$ cat config.mk
export PLATFORM = sky130hd
export DESIGN_NAME = instr_inv_queue_bcast
export DESIGN_NICKNAME = d
export VERILOG_FILES = /design/src/rtl/cva5_config.sv /design/src/rtl/instr_inv_queue_bcast_reader.sv /design/src/rtl/instr_inv_queue_bcast.sv
export SDC_FILE = /design/constraint.sdc
export NUM_CORES = 1
export LEC_CHECK = 0
export CAP_MARGIN = 20
export CORE_MARGIN = 4
export CORE_UTILIZATION = 35
export DETAILED_ROUTE_END_ITERATION = 6
export GPL_TIMING_DRIVEN = 0
export PLACE_DENSITY = 0.58
export SLEW_MARGIN = 10
export SYNTH_ARGS = -nofsm -noshare
export SYNTH_HDL_FRONTEND = slang
export SYNTH_SLANG_ARGS = --single-unit
$ cat constraint.sdc
create_clock -name clk -period 9.6 [get_ports clk]
set_input_delay 1.44 -clock clk [delete_from_list [all_inputs] [get_ports clk]]
set_output_delay 1.44 -clock clk [all_outputs]
set_load 0.05 [all_outputs]
$ cat src/rtl/cva5_config.sv
// Shared configuration for the instruction-invalidation broadcast queue.
// Holds the upper bound on consumer count and the default line-address type.
package cva5_config;

  // Upper bound on independent invalidation consumers; also the width of the
  // CSR status half-word that reports per-queue pending state.
  localparam int MAX_INSTR_INV_QUEUES = 16;

  // Default number of byte-offset bits below the line address.
  localparam int INSTR_INV_LINE_SHIFT = 4;

  // Line address as carried through the queue at the default shift.
  typedef logic [31-INSTR_INV_LINE_SHIFT:0] instr_inv_line_t;

endpackage

$ cat src/rtl/instr_inv_queue_bcast_reader.sv
// inv_queue_reader: one consumer's view of the shared invalidation array.
// Owns the read pointer, derives occupancy from the shared write pointer,
// and qualifies the consumer's ack into a pop.
module inv_queue_reader
  import cva5_config::*;
#(
  parameter int DEPTH = 4,
  localparam int AW   = $clog2(DEPTH),
  localparam int PW   = AW + 1
) (
  input  logic          clk,
  input  logic          rst,
  input  logic          flush,
  input  logic          ack,
  input  logic [PW-1:0] wptr,
  output logic          valid,
  output logic          full,
  output logic          last,
  output logic          pop,
  output logic [AW-1:0] rd_idx
);

  logic [PW-1:0] rptr_q, rptr_d;
  logic [PW-1:0] count;

  // Pointers carry one extra wrap bit so full and empty stay distinguishable.
  assign count  = wptr - rptr_q;
  assign valid  = (count != '0);
  assign full   = (count == PW'(DEPTH));
  assign last   = (count == PW'(1));
  assign pop    = ack && valid && !flush;
  assign rd_idx = rptr_q[AW-1:0];

  // Flush snaps this reader to the writer; otherwise advance on a real pop.
  always_comb begin
    rptr_d = rptr_q;
    if (flush)    rptr_d = wptr;
    else if (pop) rptr_d = rptr_q + PW'(1);
  end

  // Read pointer register, cleared asynchronously.
  always_ff @(posedge clk or negedge rst) begin
    if (!rst) rptr_q <= '0;
    else      rptr_q <= rptr_d;
  end

endmodule

$ cat src/rtl/instr_inv_queue_bcast.sv
// instr_inv_queue_bcast: committed-store line invalidations broadcast to
// NUM_QUEUES independent consumers through one shared DEPTH-entry array.
// Each consumer keeps its own read pointer; a slot is reusable only once the
// slowest consumer has passed it, which the per-queue full check enforces.
// Optional feature: define INSTR_INV_QUEUE_COALESCE_EN to drop a push whose
// line repeats the newest entry while every consumer still holds it unread.
module instr_inv_queue_bcast
  import cva5_config::*;
#(
  parameter int NUM_QUEUES = 2,
  parameter int DEPTH      = 4,
  parameter int LINE_SHIFT = 4
) (
  input  logic                               clk,
  input  logic                               rst,
  input  logic                               inv_valid,
  input  logic [31:0]                        inv_addr,
  output logic                               inv_ready,
  input  logic                               flush,
  output logic [NUM_QUEUES-1:0]              q_valid,
  output logic [NUM_QUEUES*(32-LINE_SHIFT)-1:0] q_line,
  input  logic [NUM_QUEUES-1:0]              q_ack,
  output logic [MAX_INSTR_INV_QUEUES-1:0]    status,
  output logic                               all_empty
);

  localparam int LW = 32 - LINE_SHIFT;
  localparam int AW = $clog2(DEPTH);
  localparam int PW = AW + 1;

  logic [LW-1:0]                  mem_q [DEPTH];
  logic [PW-1:0]                  wptr_q, wptr_d;
  logic [LW-1:0]                  line_in;
  logic                           push_acc;
  logic                           wr_en;
  logic [NUM_QUEUES-1:0]          full;
  logic [NUM_QUEUES-1:0]          last;
  logic [NUM_QUEUES-1:0]          pop;
  logic [NUM_QUEUES-1:0][AW-1:0]  rd_idx;

  assign line_in = inv_addr[31:LINE_SHIFT];

  // Byte-offset bits never reach the array.
  if (LINE_SHIFT > 0) begin : g_offs
    logic unused_offs;
    assign unused_offs = ^inv_addr[LINE_SHIFT-1:0];
  end

  // Readiness uses pre-pop occupancy, so a full queue popping this cycle
  // still blocks the push; flush also blocks it.
  assign inv_ready = !flush && !(|full);
  assign push_acc  = inv_valid && inv_ready;

`ifdef INSTR_INV_QUEUE_COALESCE_EN
  logic [LW-1:0] last_line_q, last_line_d;
  logic          last_vld_q, last_vld_d;
  logic          coal_hit;
  logic          pop_newest;

  // A repeat of the newest line is redundant only while no consumer has
  // consumed that newest entry yet.
  assign coal_hit   = last_vld_q && (line_in == last_line_q) && (&q_valid);
  assign pop_newest = |(pop & last);
  assign wr_en      = push_acc && !coal_hit;

  // Track the newest written line and whether it is still unread everywhere.
  always_comb begin
    last_line_d = last_line_q;
    last_vld_d  = last_vld_q;
    if (flush) begin
      last_vld_d = 1'b0;
    end else if (wr_en) begin
      last_line_d = line_in;
      last_vld_d  = 1'b1;
    end else if (pop_newest) begin
      last_vld_d = 1'b0;
    end
  end

  // Coalesce state register; the line itself needs no reset.
  always_ff @(posedge clk or negedge rst) begin
    if (!rst) begin
      last_vld_q  <= 1'b0;
      last_line_q <= '0;
    end else begin
      last_vld_q  <= last_vld_d;
      last_line_q <= last_line_d;
    end
  end
`else
  logic unused_rd;
  assign unused_rd = ^{last, pop};
  assign wr_en     = push_acc;
`endif

  // Write pointer advances only when an entry is actually stored.
  always_comb begin
    wptr_d = wptr_q;
    if (wr_en) wptr_d = wptr_q + PW'(1);
  end

  // Write pointer register, cleared asynchronously.
  always_ff @(posedge clk or negedge rst) begin
    if (!rst) wptr_q <= '0;
    else      wptr_q <= wptr_d;
  end

  // Entry storage, not reset; contents are only visible behind valid.
  always_ff @(posedge clk) begin
    if (wr_en) mem_q[wptr_q[AW-1:0]] <= line_in;
  end

  for (genvar i = 0; i < NUM_QUEUES; i++) begin : g_rd
    inv_queue_reader #(.DEPTH(DEPTH)) u_rd (
      .clk    (clk),
      .rst    (rst),
      .flush  (flush),
      .ack    (q_ack[i]),
      .wptr   (wptr_q),
      .valid  (q_valid[i]),
      .full   (full[i]),
      .last   (last[i]),
      .pop    (pop[i]),
      .rd_idx (rd_idx[i])
    );
    assign q_line[i*LW +: LW] = mem_q[rd_idx[i]];
  end

  // CSR view: one pending bit per implemented queue, upper bits zero.
  always_comb begin
    status                 = '0;
    status[NUM_QUEUES-1:0] = q_valid;
  end

  assign all_empty = ~(|q_valid);

endmodule

# Word level (Yosys, flattened, before mapping)
# Memory sizes are Yosys's and may differ from the RTL's.
# Index checks and enable logic that the tools add are counted.
[word_totals]
ff_bits = 9
mem_bits_rw = 112
inputBits = 38
out_inout_bits = 76
word_cells = 32
n_memories = 1
[memory_table]
columns = ["name", "depth", "word_bits", "read_ports", "rd_clocked_by_memory_dff", "wr", "line", "rtl"]
rows = [
  ["mem_q", 4, 28, 2, 0, 1, "instr_inv_queue_bcast.sv:31", "logic [LW-1:0] mem_q [DEPTH];"],
]
[op_classes]
addsub = 5
eq_ne = 2
muxes = 6
bitwise = 1
reduce_logical = 14
[ops]
columns = ["cell", "count"]
rows = [
  ["$mux W3", 4],
  ["$add A3 B1 Y3 const B", 3],
  ["$eq A3 B3 Y1 const B", 2],
  ["$logic_and A1 B1 Y1", 6],
  ["$reduce_bool A3 Y1", 2],
  ["$sub A3 B3 Y3", 2],
  ["$reduce_bool A2 Y1", 2],
  ["$reduce_or A2 Y1", 2],
  ["$logic_not A1 Y1", 2],
  ["$mux W1", 2],
  ["$not A1 Y1", 1],
]

# Depth between registers and ports, before layout
# Gate-level depths: netlist of the first run.
[depth]
word_depth = 8
ltp_mapped = 7
mapped_depth_nobuf = 6

# Modules after synthesis
# A second synthesis of the first run with hierarchy kept.
[hier_totals]
hier_cells = 293
area_unflattened_um2 = 5858.1
[by_module_without_submodules]
columns = ["module", "instances", "cells_per_inst", "area_each_um2", "seq_area_each_um2"]
rows = [
  ["instr_inv_queue_bcast", 1, 217, 5167.5, 3438.3],
  ["inv_queue_reader", 2, 38, 345.3, 75.1],
]

# Worst setup path before layout of the first run
# OpenSTA, ideal clock, no wires.
[synth_path]
path_type = "reg2out"
start = "register g_rd[1].u_rd.rptr_q[1]"
end = "output all_empty"
t_arrival_ns = 2.322
t_required_ns = 8.160
setup_slack_ns = 5.838
stages_incl_launch_ff = 8
path_buffers = 1
path_cell_list = "dfrtp_1 -> buf_1 -> inv_1 -> ha_1 -> nor2b_1 -> xor2_2 -> nand3_1 -> nor2_1"
[synth_via]
elab_chain_cells = 4
[synth_rtl]
columns = ["element", "line", "rtl"]
rows = [
  ["start, declared", "instr_inv_queue_bcast_reader.sv:23", "logic [PW-1:0] rptr_q, rptr_d;"],
  ["start signal, assigned", "instr_inv_queue_bcast_reader.sv:44", "else rptr_q <= rptr_d;"],
  ["$sub A3 B3 Y3", "instr_inv_queue_bcast_reader.sv:27", "assign count = wptr - rptr_q;"],
  ["$reduce_bool A3 Y1", "instr_inv_queue_bcast_reader.sv:28", "assign valid = (count != '0);"],
  ["via g_rd[1].u_rd.valid", "instr_inv_queue_bcast_reader.sv:16", "output logic valid,"],
  ["$reduce_or A2 Y1", "instr_inv_queue_bcast.sv:135", "assign all_empty = ~(|q_valid);"],
  ["$not A1 Y1", "instr_inv_queue_bcast.sv:135", ""],
  ["end, declared", "instr_inv_queue_bcast.sv:24", "output logic all_empty"],
]
# The timed path passes the listed nets, and every way through them passes these cells.

# Worst setup path in the final report of the first run
[layout_path]
start = "register g_rd[0].u_rd.rptr_q[1]"
end = "output all_empty"
[layout_via]
elab_chain_cells = 4
[layout_rtl]
columns = ["element", "line"]
rows = [
  ["start, declared", "instr_inv_queue_bcast_reader.sv:23"],
  ["start signal, assigned", "instr_inv_queue_bcast_reader.sv:44"],
  ["$sub A3 B3 Y3", "instr_inv_queue_bcast_reader.sv:27"],
  ["$reduce_bool A3 Y1", "instr_inv_queue_bcast_reader.sv:28"],
  ["via g_rd[0].u_rd.valid", "instr_inv_queue_bcast_reader.sv:16"],
  ["$reduce_or A2 Y1", "instr_inv_queue_bcast.sv:135"],
  ["$not A1 Y1", "instr_inv_queue_bcast.sv:135"],
]
# The timed path passes the listed nets, and every way through them passes these cells.

==> results of run 1 <==
## flip-flops by register name, indices dropped and copies added (netlist names)
name and count:
wptr_q 3, g_rd.u_rd.rptr_q 6, mem_q 112
## worst paths after layout
path / start / endpoint / slack (ns) / cells past startpoint
min in group asynchronous: rst / wptr_q[1] / 1.37 / 1
max reg2reg: g_rd[0].u_rd.rptr_q[1] / mem_q[3][11] / 6.42 / 7
max in group asynchronous: rst / g_rd[0].u_rd.rptr_q[0] / 7.90 / 1
min reg2reg: wptr_q[0] / wptr_q[0] / 0.53 / 1
max: g_rd[0].u_rd.rptr_q[1] / all_empty / 4.69 / 8
min: wptr_q[0] / wptr_q[0] / 0.53 / 1
## stage by stage
step | std cells | hold slack, ns | utilization [%] | cell area (sq um) | worst slack (ns)
final | 643 | 0.531 | 47.9 | 7570 | 4.69
after global routing | 643 | 0.574 | 47.9 | 7570 | 4.46
after CTS | 643 | 0.539 | 47.9 | 7570 | 4.63
after detailed placement | 611 | 0.531 | 44.2 | 6990 | 4.88
after global placement | 608 | 0.519 | 43.6 | 6910 | 4.27
after floorplan | 297 | 0.498 | - | 5690 | 5.84
## cell usage after synthesis (all sizes together)
library cell / number
a211oi: 4
nor2: 7
nor2b: 3
conb: 1
inv: 8
xor2: 2
and3b: 2
edfxtp: 112
o22ai: 1
o211a: 2
nand3: 2
ha: 10
and2: 1
nor3: 2
and4b: 2
nand2: 6
a211o: 2
clkbuf: 4
buf: 28
xnor2: 6
o31ai: 4
mux4: 56
nand2b: 1
mux2: 1
dfrtp: 9
o221ai: 2
nor4: 6
## layer usage
| metal | GRT usage (%) | part of all wire [%] | vias to the layer above |
|---|---|---|---|
| li1 | - | - | 1423 |
| met1 | 18.4 | 42 | 1657 |
| met2 | 25.5 | 51 | 104 |
| met3 | 4.92 | 6.4 | 10 |
| met4 | 4.24 | 0.89 | 0 |
| met5 | 0 | 0 | - |
## cells by family (layout without fill, tap and decap cells)
family | Yosys count | in the layout
adder cells (fa/ha/maj) | 10 | 10
XOR/XNOR | 8 | 8
flip-flops | 121 | 121
other | 1 | 14
AO/OA/AOI/OAI | 15 | 15
AND/OR/NAND/NOR | 32 | 32
multiplexers | 57 | 57
buffers and inverters | 40 | 170
## worst max-delay path, delay by kind of cell (launching register included)
kind | cells | cell delay, ns
buf+inv | 3 | 1.52
fa+ha+maj | 1 | 0.23
flops | 1 | 0.42
simple gates | 3 | 0.58
xor+xnor | 1 | 0.32
## cell type report
type                    instances  share of cell area, %
plain buffers                  32                   2.58
clock buffers                  17                   5.62
clock inverters                15                   2.10
inverters                       8                  0.396
multi-input cells             136                   25.0
flip-flops and latches        121                   47.4
well taps                     216                   3.57
repair buffers                 98                   13.3
==> metrics.csv, run 1 <==
metric,value,unit
run status,"finished, final reports clean",
Critical Path Slowest Stage Cell,sky130_fd_sc_hd__clkdlybuf4s50_1,
final wirelength,13000,um
TritonCTS clock tree,done,
clock transition at the registers of the reported paths,0.05,ns
Fin Clk Skew,0.00476,ns
number of setup buffers added after CTS,0,
"most common cell after layout, fill and taps aside",sky130_fd_sc_hd__edfxtp_1,
Die Outline Area,18200,sq um
Mapped Area,5640,sq um
worst slew slack as a fraction of its limit,46.9,%
setup repair after global routing missed its margin,false,
chip height,135,um
Initial Util,35.6,%
number of detailed-routing iterations run before antenna repair,4,
achievable frequency,0.204,GHz
initial DRC count,159,
Final setup violation count,0,
area of combinational cells with multiple inputs,1900,sq um
average cell area after synthesis,19.9,sq um
count of distinct cell types in the synthesized netlist,32,
instance count of the mapped netlist,284,
CTS root buf,sky130_fd_sc_hd__clkbuf_16,
number of DRC violations after detailed routing,0,
Yosys top cell area share,59.7,%
number of global-route vias before repair,3590,
worst path cell trace,buf_1 -> inv_1 -> ha_1 -> nor2b_1 -> xor2_2 -> nand3_2 -> nor2_1 -> clkdlybuf4s50_1,
post-cts repair resize count,0,
peak per-stage delay on the critical path,0.81,ns
fraction of final layout cells sized beyond drive strength 1,29.0,%
max-cap check violation count,0,
area occupied by registers,3590,sq um
post-synthesis mux area share,22.6,%
Startpoint Class,register,
most frequent cells in the layout,"112 x sky130_fd_sc_hd__edfxtp_1, 95 x sky130_fd_sc_hd__clkdlybuf4s50_1, 56 x sky130_fd_sc_hd__mux4_2, 18 x sky130_fd_sc_hd__buf_4, 17 x sky130_fd_sc_hd__clkbuf_16",
placement row count,46,
kind of end point of the critical path,primary output,
area growth from synthesis to layout,34.4,%
combinational family with the most area after synthesis,multiplexers,
post-synthesis sequential area ratio,63.6,%
flip-flop and latch count after synthesis,121,
final critical delay including setup and external delays,4.91,ns
critical path required time,8.16,ns
wire length of the first global-routing pass,20400,um
post-layout net count,462,
RD Place Congestion,0.771,
overall routing resource usage,15.0,%
CTS Buf Count,17,
clock latency on the worst-skew pair,0.41,ns
portion of the clock cycle consumed by the worst path in the final layout,51.1,%
antenna diode instance count,0,
WL/cell,20.2,um
Avg Vias per Cell,4.97,
post-synthesis adder-cell area fraction,2.22,%
worst slew pin tran,0.795,ns
hold buffer count at cts,0,
fraction of the mapped netlist area in compound gates,2.46,%
maximum number of pins on one net before global-route repair,29,
xor-xnor portion of the synthesized cell area,1.78,%
arrival time of the worst setup path,3.47,ns
# IOs,114,
Crit Path Class,register to primary output,
top post-synthesis cells by area,"sky130_fd_sc_hd__edfxtp_1 60%, sky130_fd_sc_hd__mux4_2 22%, sky130_fd_sc_hd__dfrtp_1 4.0%, sky130_fd_sc_hd__buf_4 2.4%, sky130_fd_sc_hd__ha_1 2.2%",
leading area contributor after synthesis,sky130_fd_sc_hd__edfxtp_1,
kind of path behind the tightest hold check,register to register,
pins over their slew limit,0,
antenna-violating nets left,0,
number of filler instances in the final layout,1338,
clock buffer depth,2,
number of port buffers,95,
number of antenna violations at the first check in global routing,0,
H-tree depth,4,
peak fanout along the critical path,10,
width of the chip,135,um
final HPWL from detailed placement,8650,um
Fin. Hold Viols,0,
final global-route overflow total,0,
simple-gate area share of the yosys netlist,3.20,%
Via Count,3194,
Core ar.,15800,sq um
final total negative setup slack,0,ns
total of warnings raised by yosys,0,
Sinks on Clock Net,121,
Power of run 1 is not shown: default switching activity piles up to over one toggle a cycle in this logic, so the estimate is an artifact.
==> run 2: changes to the inputs <==
==> constraint.sdc (replaced) <==
create_clock -name clk -period 4.9 [get_ports clk]
set_input_delay 0.735 -clock clk [delete_from_list [all_inputs] [get_ports clk]]
set_output_delay 0.735 -clock clk [all_outputs]
set_load 0.05 [all_outputs]
==> results of run 2 <==
The final DEF is identical to that of run 1. Status: finished, final reports clean.
Among the figures that moved: setup slack after placement 4.88 ns -> 1.08 ns; setup slack after layout 4.69 ns -> 0.698 ns; register-to-register setup slack 6.42 ns -> 1.72 ns
Power of run 2 is left out for the same reason.
==> run 3: changes to the inputs <==
--- a/config.mk
+++ b/config.mk
@@ -6,6 +6,7 @@
 export NUM_CORES = 1
 export LEC_CHECK = 0
 export CAP_MARGIN = 20
+export CORE_ASPECT_RATIO = 0.5
 export CORE_MARGIN = 4
 export CORE_UTILIZATION = 35
 export DETAILED_ROUTE_END_ITERATION = 6
==> run 3 against run 2 <==
  * Final cell count down 1.9%
  * Cell area increased by 0.21%
  * Highest routed layer unchanged
  * Clock skew is 0.0030 ns higher
  * Sequential share of layout area fell by 0.10 points
  * Core utilization rose by 0.88 points
==> metrics.csv, run 3 (same netlist as run 1, synthesis figures left out) <==
metric,value,unit
Sinks on Clock Net,121,
post-route setup slack,0.615,ns
RD Place Congestion,0.803,
CTS root buf,sky130_fd_sc_hd__clkbuf_16,
pins over their slew limit,0,
final wirelength,12600,um
final critical delay including setup and external delays,4.29,ns
CTS Buf Count,17,
placement row count,32,
run status,"finished, final reports clean",
WL/cell,19.9,um
width of the chip,187,um
antenna diode instance count,0,
clock transition at the registers of the reported paths,0.06,ns
final core utilization,48.7,%
most frequent cells in the layout,"112 x sky130_fd_sc_hd__edfxtp_1, 95 x sky130_fd_sc_hd__clkdlybuf4s50_1, 56 x sky130_fd_sc_hd__mux4_2, 18 x sky130_fd_sc_hd__buf_4, 17 x sky130_fd_sc_hd__clkbuf_16",
Initial Util,36.2,%
kind of end point of the critical path,primary output,
setup repair after global routing missed its margin,false,
peak per-stage delay on the critical path,0.81,ns
achievable frequency,0.233,GHz
area growth from synthesis to layout,34.6,%
post-cts repair resize count,0,
Die Outline Area,18300,sq um
final total negative setup slack,0,ns
worst r2r dst,mem_q[3][8],
critical path required time,4.16,ns
Critical Path Slowest Stage Cell,sky130_fd_sc_hd__clkdlybuf4s50_1,
final HPWL from detailed placement,8450,um
critical path launch point,g_rd[1].u_rd.rptr_q[1],
# IOs,114,
number of global-route vias before repair,3495,
setup slack after placement,1.08,ns
worst slew pin tran,0.772,ns
fraction of final layout cells sized beyond drive strength 1,29.5,%
Avg Vias per Cell,5.09,
hold buffer count at cts,0,
kind of path behind the tightest hold check,register to register,
clock buffer depth,2,
final global-route overflow total,0,
Core ar.,15600,sq um
chip height,97.7,um
worst slew slack as a fraction of its limit,48.4,%
Final setup violation count,0,
"most common cell after layout, fill and taps aside",sky130_fd_sc_hd__edfxtp_1,
maximum number of pins on one net before global-route repair,29,
antenna-violating nets left,0,
Startpoint Class,register,
worst path cell trace,buf_1 -> inv_1 -> ha_1 -> nor2b_1 -> xor2_2 -> nand3_1 -> nor2_1 -> clkdlybuf4s50_1,
Via Count,3209,
number of DRC violations after detailed routing,0,
Crit Path Class,register to primary output,
Fin Clk Skew,0.00776,ns
max-cap check violation count,0,
number of antenna violations at the first check in global routing,0,
post-layout net count,462,
initial DRC count,159,
TritonCTS clock tree,done,
reg-to-reg critical path startpoint,g_rd[0].u_rd.rptr_q[1],
H-tree depth,4,
number of detailed-routing iterations run before antenna repair,4,
number of setup buffers added after CTS,0,
CP Capture Point,all_empty,
worst r2r path cells,7,
Largest register FFs,112,
number of port buffers,95,
portion of the clock cycle consumed by the worst path in the final layout,87.5,%
Fin. Hold Viols,0,
wire length of the first global-routing pass,19700,um
arrival time of the worst setup path,3.55,ns
overall routing resource usage,13.9,%
clock latency on the worst-skew pair,0.40,ns
slack of the worst reg-to-reg path,1.71,ns
peak fanout along the critical path,10,
## run 3: worst min path at each step
stage                         start                      to  slack [ns]  cells after the start
final                     wptr_q[0]               wptr_q[0]        0.54                      1
after global routing      wptr_q[0]               wptr_q[0]        0.59                      1
after CTS                 wptr_q[0]               wptr_q[0]        0.54                      1
after detailed placement  wptr_q[0]               wptr_q[0]        0.54                      1
after global placement    wptr_q[0]               wptr_q[0]        0.52                      1
after floorplan                 rst  g_rd[0].u_rd.rptr_q[0]        0.44                      0
## run 3: worst max-delay path: cells and delay by family (launching register included)
kind	cells	cell delay (ns)
xor+xnor	1	0.30
fa+ha+maj	1	0.21
buf+inv	3	1.51
flops	1	0.42
simple gates	3	0.71
## run 3: final cells by class
class | count | area [sq um]
fillers | 1282 | 7980
flip-flops and latches | 121 | 3590
multi-input cells | 136 | 1900
repair buffers | 98 | 1010
clock buffers | 17 | 425
well taps | 204 | 255
plain buffers | 32 | 195
clock inverters | 15 | 190
inverters | 8 | 30.0
## run 3: per-layer routing
layer / wire (um) / global-route usage [%]
met5: 0 / 0
met4: 87 / 3.49
met3: 719 / 3.54
met2: 6790 / 25.6
met1: 4980 / 16.5
## run 3: through the flow
step	instances	cell area, sq um	hold slack, ns
6_report	631	7590	0.539
5_1_grt	631	7590	0.591
2_1_floorplan	297	5690	0.439
3_5_place_dp	599	6980	0.542
3_3_place_gp	596	6890	0.518
4_1_cts	631	7590	0.543
Power of run 3 is left out for the same reason.
